<file path="config.mk">
export PLATFORM = sky130hd
export DESIGN_NAME = tm1638_key_events
export DESIGN_NICKNAME = d
export VERILOG_FILES = /design/src/rtl/tm1638_key_events.sv
export SDC_FILE = /design/constraint.sdc
export NUM_CORES = 1
export LEC_CHECK = 0
export BUFFER_PORTS_ARGS = -buffer_cell sky130_fd_sc_hd__buf_2
export CORE_MARGIN = 5
export CORE_UTILIZATION = 56
export CTS_CLUSTER_SIZE = 14
export DETAILED_ROUTE_END_ITERATION = 12
export HOLD_SLACK_MARGIN = 0.12
export PLACE_DENSITY = 0.79
export SKIP_CTS_REPAIR_TIMING = 1
export SLEW_MARGIN = 20
export SYNTH_ARGS = -nofsm -noshare
export SYNTH_HDL_FRONTEND = slang
export SYNTH_SLANG_ARGS = --single-unit
</file>
<file path="constraint.sdc">
create_clock -name clk -period 2.86 [get_ports clk]
set_clock_uncertainty 0.05 [all_clocks]
set_input_delay 0.143 -clock clk [delete_from_list [all_inputs] [get_ports clk]]
set_output_delay 0.143 -clock clk [all_outputs]
set_load 0.05 [all_outputs]
</file>
<file path="src/rtl/tm1638_key_events.sv">
// TM1638 key-scan debouncer with press/release event FIFO.
// Optional KEY_EVENT_TIMESTAMP_EN adds a per-event scan-count stamp (evt_scan).
module tm1638_key_events #(
    parameter int NUM_KEYS       = 8,
    parameter int DEBOUNCE_SCANS = 3,
    parameter int FIFO_DEPTH     = 8
) (
    input  logic                            clk,
    input  logic                            reset,
    input  logic                            scan_valid,
    input  logic [31:0]                     scan_data,
    output logic [7:0]                      keys_stable,
    output logic                            evt_valid,
    input  logic                            evt_ready,
    output logic [2:0]                      evt_key,
    output logic                            evt_pressed,
    output logic [$clog2(FIFO_DEPTH+1)-1:0] evt_count,
    output logic                            overflow,
    input  logic                            clear_overflow
`ifdef KEY_EVENT_TIMESTAMP_EN
    ,
    output logic [15:0]                     evt_scan
`endif
);

    localparam int CW = $clog2(DEBOUNCE_SCANS + 1);
    localparam int KW = $clog2(NUM_KEYS);
    localparam int PW = $clog2(FIFO_DEPTH);
    localparam int NW = $clog2(FIFO_DEPTH + 1);
    localparam logic [CW-1:0] CNT_LAST = CW'(DEBOUNCE_SCANS - 1);

    logic [NUM_KEYS-1:0] raw;
    logic [NUM_KEYS-1:0] set_mask;
    logic [NUM_KEYS-1:0] clr_mask;
    logic [NUM_KEYS-1:0] pending;
    logic [CW-1:0]       cnt [NUM_KEYS];
    logic [KW-1:0]       sel;
    logic                unused_scan_bits;

    logic          push;
    logic          pop;
    logic          full;
    logic          wr_en;
    logic          drop;
    logic [PW-1:0] wr_ptr;
    logic [PW-1:0] rd_ptr;
    logic [KW-1:0] key_mem [FIFO_DEPTH];
    logic          prs_mem [FIFO_DEPTH];

    // Keys 0-3 sit on bit 0 and keys 4-7 on bit 4 of scan bytes 0-3
    always_comb begin
        for (int i = 0; i < 4; i++) begin
            raw[i]     = scan_data[8*i];
            raw[4 + i] = scan_data[8*i + 4];
        end
    end

    assign unused_scan_bits = ^(scan_data & ~32'h1111_1111);

    always_comb begin
        for (int k = 0; k < NUM_KEYS; k++) begin
            set_mask[k] = scan_valid && (raw[k] != keys_stable[k])
                          && (cnt[k] == CNT_LAST);
        end
    end

    always_ff @(posedge clk or posedge reset) begin
        if (reset) begin
            keys_stable <= '0;
            for (int k = 0; k < NUM_KEYS; k++) cnt[k] <= '0;
        end else if (scan_valid) begin
            for (int k = 0; k < NUM_KEYS; k++) begin
                if (raw[k] == keys_stable[k]) begin
                    cnt[k] <= '0;
                end else if (cnt[k] == CNT_LAST) begin
                    keys_stable[k] <= raw[k];
                    cnt[k]         <= '0;
                end else begin
                    cnt[k] <= cnt[k] + CW'(1);
                end
            end
        end
    end

    // Lowest pending index wins; a same-cycle re-set keeps the bit alive
    always_comb begin
        sel = '0;
        for (int k = NUM_KEYS - 1; k >= 0; k--) begin
            if (pending[k]) sel = KW'(k);
        end
        clr_mask = NUM_KEYS'(|pending) << sel;
    end

    always_ff @(posedge clk or posedge reset) begin
        if (reset) pending <= '0;
        else       pending <= (pending & ~clr_mask) | set_mask;
    end

    assign push  = |pending;
    assign pop   = evt_valid && evt_ready;
    assign full  = (evt_count == NW'(FIFO_DEPTH));
    assign wr_en = push && (!full || pop);
    assign drop  = push && full && !pop;

    always_ff @(posedge clk) begin
        if (wr_en) begin
            key_mem[wr_ptr] <= sel;
            prs_mem[wr_ptr] <= keys_stable[sel];
        end
    end

    always_ff @(posedge clk or posedge reset) begin
        if (reset) begin
            wr_ptr    <= '0;
            rd_ptr    <= '0;
            evt_count <= '0;
        end else begin
            if (wr_en) wr_ptr <= wr_ptr + PW'(1);
            if (pop)   rd_ptr <= rd_ptr + PW'(1);
            if (wr_en && !pop)      evt_count <= evt_count + NW'(1);
            else if (!wr_en && pop) evt_count <= evt_count - NW'(1);
        end
    end

    always_ff @(posedge clk or posedge reset) begin
        if (reset)               overflow <= 1'b0;
        else if (clear_overflow) overflow <= 1'b0;
        else if (drop)           overflow <= 1'b1;
    end

    assign evt_valid   = (evt_count != '0);
    assign evt_key     = evt_valid ? 3'(key_mem[rd_ptr]) : 3'd0;
    assign evt_pressed = evt_valid ? prs_mem[rd_ptr] : 1'b0;

`ifdef KEY_EVENT_TIMESTAMP_EN
    logic [15:0] scan_cnt;
    logic [15:0] ts_pend [NUM_KEYS];
    logic [15:0] ts_mem  [FIFO_DEPTH];

    // Stamp is the count before the scan that completed the debounce
    always_ff @(posedge clk or posedge reset) begin
        if (reset) begin
            scan_cnt <= '0;
            for (int k = 0; k < NUM_KEYS; k++) ts_pend[k] <= '0;
        end else begin
            if (scan_valid) scan_cnt <= scan_cnt + 16'd1;
            for (int k = 0; k < NUM_KEYS; k++) begin
                if (set_mask[k]) ts_pend[k] <= scan_cnt;
            end
        end
    end

    always_ff @(posedge clk) begin
        if (wr_en) ts_mem[wr_ptr] <= ts_pend[sel];
    end

    assign evt_scan = evt_valid ? ts_mem[rd_ptr] : 16'd0;
`endif

endmodule
</file>
==> run metrics <==
ys async rst share 57.33%; MaxCap Viol Count 0; Clk pin slew, worst setup/hold paths 0.08 ns; post-synthesis sequential area ratio about three fifths; CP Cell Sequence nor4_1 -> a21oi_1 -> ha_1 -> inv_1 -> ha_1 -> a21o_1 -> a21oi_1 -> xnor2_1 -> nor2_1 -> xor2_1; initial antenna violation count 0; RePlAce Congestion about 0.86; synthesis-stage register bit count 75; ranking of synthesized cells by area dfrtp_1 32%, edfxtp_1 28%, mux4_2 5.3%; Util after Layout roughly 67%; Yosys cell types between 40 and 50; Hold Path Class input pin to flop; CP peak stage delay 0.50 ns; R2R Path Start pending[5]; Worst R2R Path Depth 10; via count between 2k and 2.5k; top-count cell post-synth dfrtp_1; Finish-stage setup viols 0; Mapped Nets about 310; Mapped Area about 3400 um2; Peak VDD IR 0.9973 mV; top cells by count, synth 43 x dfrtp_1, 32 x edfxtp_1, 25 x nor2_1; global-route usage over all layers about 18%; largest fanout on the critical path 7; met2 Resource Use GR ~29%; clk root buf clkbuf_8; Synth-to-Final Area Change 16.53%; crit start category flop; Relative slew margins roughly 59%; input/output buffers 30; vias in the first global route around 2.2k; DP Wirelength 4427 um; Worst R2R End evt_count[3]; Die W a little under 90 um; setup ws final about 0.27 ns; Post-synth top flop dfrtp_1; CP max-delay cell nor4_1; syn_area_per_cell approximately 13 um2; Yosys top cell by area dfrtp_1; Power Density approximately 1300 nW/um2; full die area slightly below 8000 um2; Fin. Hold Viols 0; CTS tree built; Setup CP Type flop to flop; core area just under 6000 um2; RSZ-0062 raised after global routing no; Pre-Repair DR Iteration Count 4; DR vias/cell roughly 5.6; Sink Count 75; leak pwr ~1.7 nW; row cnt 28; FILL cells 432; # diodes 0; Longest Clk Path Bufs 2; run status finished clean; nets around 370; layout cells sized above 1 about a quarter; M1 GR Usage 24.34%; Worst Setup EP evt_count[3]; Worst R2R Setup Slack around 0.27 ns; synth warn 0; hold depth 3; CP endpoint kind flop; cell count after synthesis 270; final worst path period share between 90% and 100%; cts bufs inserted 9; drt wl/cell around 15 um; Peak Freq between 300 and 400 MHz; DRT Wirelength 6213 um; pre-CTS setup slack between 0.2 and 0.3 ns; minimum period implied by the final worst setup slack around 2.6 ns; drt drc 0; final antenna-violating net count 0; fin. max-slew vios 0; slew of the pin with the lowest slew margin between 0.6 and 0.7 ns; Cell Area, Placed around 3700 um2; multi-input logic area ~1300 um2; Max H-tree Level 3; post-route design area roughly 4000 um2; met3 usage ~4.6%; largest net degree at the start of global routing 44; Fin Hold WS ~0.18 ns; CP startpoint pending[5]; Placed Cells 376; Worst-Skew Late Latency around 0.34 ns; number of synthesized flops with an enable pin 32; Worst Path Required around 3.0 ns; top cell type's share of synthesized area about a third; busiest grt layer met2; GRT Residual Overflow 0; register area between 2000 and 2500 um2; Starting DRT DRC Count 153; first-pass GRT wire length approximately 11000 um; setup TNS 0 ns; Non-Filler Instances 403; Pwr Total 5.254 mW; WP data arrival about 2.8 ns; # IOs 55; Initial Utilization 57.27%; Die Y 87.82 um
[flip-flops by register name, indices dropped and copies added (netlist names)]
signal,count
evt_count,4
rd_ptr,3
pending,8
wr_ptr,3
keys_stable,8
prs_mem,8
key_mem,24
overflow,1
cnt,16
[cell families after synthesis]
group	after synthesis	synth area share (%)
buf+inv	27	3.247
compound gates	38	8.008
xor+xnor	16	4.133
fa+ha+maj	6	2.435
flops	75	60.07
mux	26	11.07
simple gates	82	11.03
[worst min path at each step]
stage	startpoint	to
finish	scan_valid	cnt[7]
global route	scan_valid	cnt[7]
CTS	clear_overflow	overflow
detailed placement	clear_overflow	overflow
global placement	reset	evt_count[1]
floorplan	clear_overflow	overflow
[placed cells by master, fill, tap and decap left out, drive strengths merged, types with 4 or more instances in the layout]
master	synthesis	layout
ha	5	5
nand2	24	24
mux4	8	8
mux2	12	12
xnor2	10	10
xor2	6	6
edfxtp	32	32
nand3	8	8
clkinv	0	5
buf	2	38
nor4	6	6
dfrtp	43	43
nor3	6	6
nor2	25	25
inv	20	19
dlygate4sd3	0	11
mux2i	6	6
clkbuf	5	10
o21ai	10	10
nand2b	4	4
[worst max-delay path, delay by kind of cell, from the launching register on]
kind | cells | cell delay [ns]
and+or+nand+nor | 2 | 0.56
adders and majority gates | 2 | 0.50
buffers and inverters | 1 | 0.11
DFF | 1 | 0.45
xor gates and xnor gates | 2 | 0.27
AOI/OAI and AO/OA | 3 | 0.54
[layer usage]
metal  vias up  routed length (um)  share of wire, %
li1       1081                   -                 -
met1      1092                2646                43
met2        62                3113                50
met3        11                 344               5.5
met4         0                 108               1.7
met5         -                   0                 0
[report_power, final]
group | internal (mW) | leakage, nW | total [mW] | switching [mW]
Sequential | 1.70 | 0.841 | 2.06 | 0.369
Clock | 0.306 | 0.0771 | 0.677 | 0.372
Combinational | 0.973 | 0.756 | 2.51 | 1.54
Total | 2.97 | 1.67 | 5.25 | 2.28
[final cells by class]
class | count | share of cell area [%]
clock buffer | 10 | 3.230
clock inverter | 6 | 0.8233
tap | 75 | 2.375
timing repair buffer | 49 | 8.106
inverter | 20 | 1.900
multi-input combinational | 168 | 32.01
sequential | 75 | 51.55
Note: power is estimated with default switching activity, not from simulation.
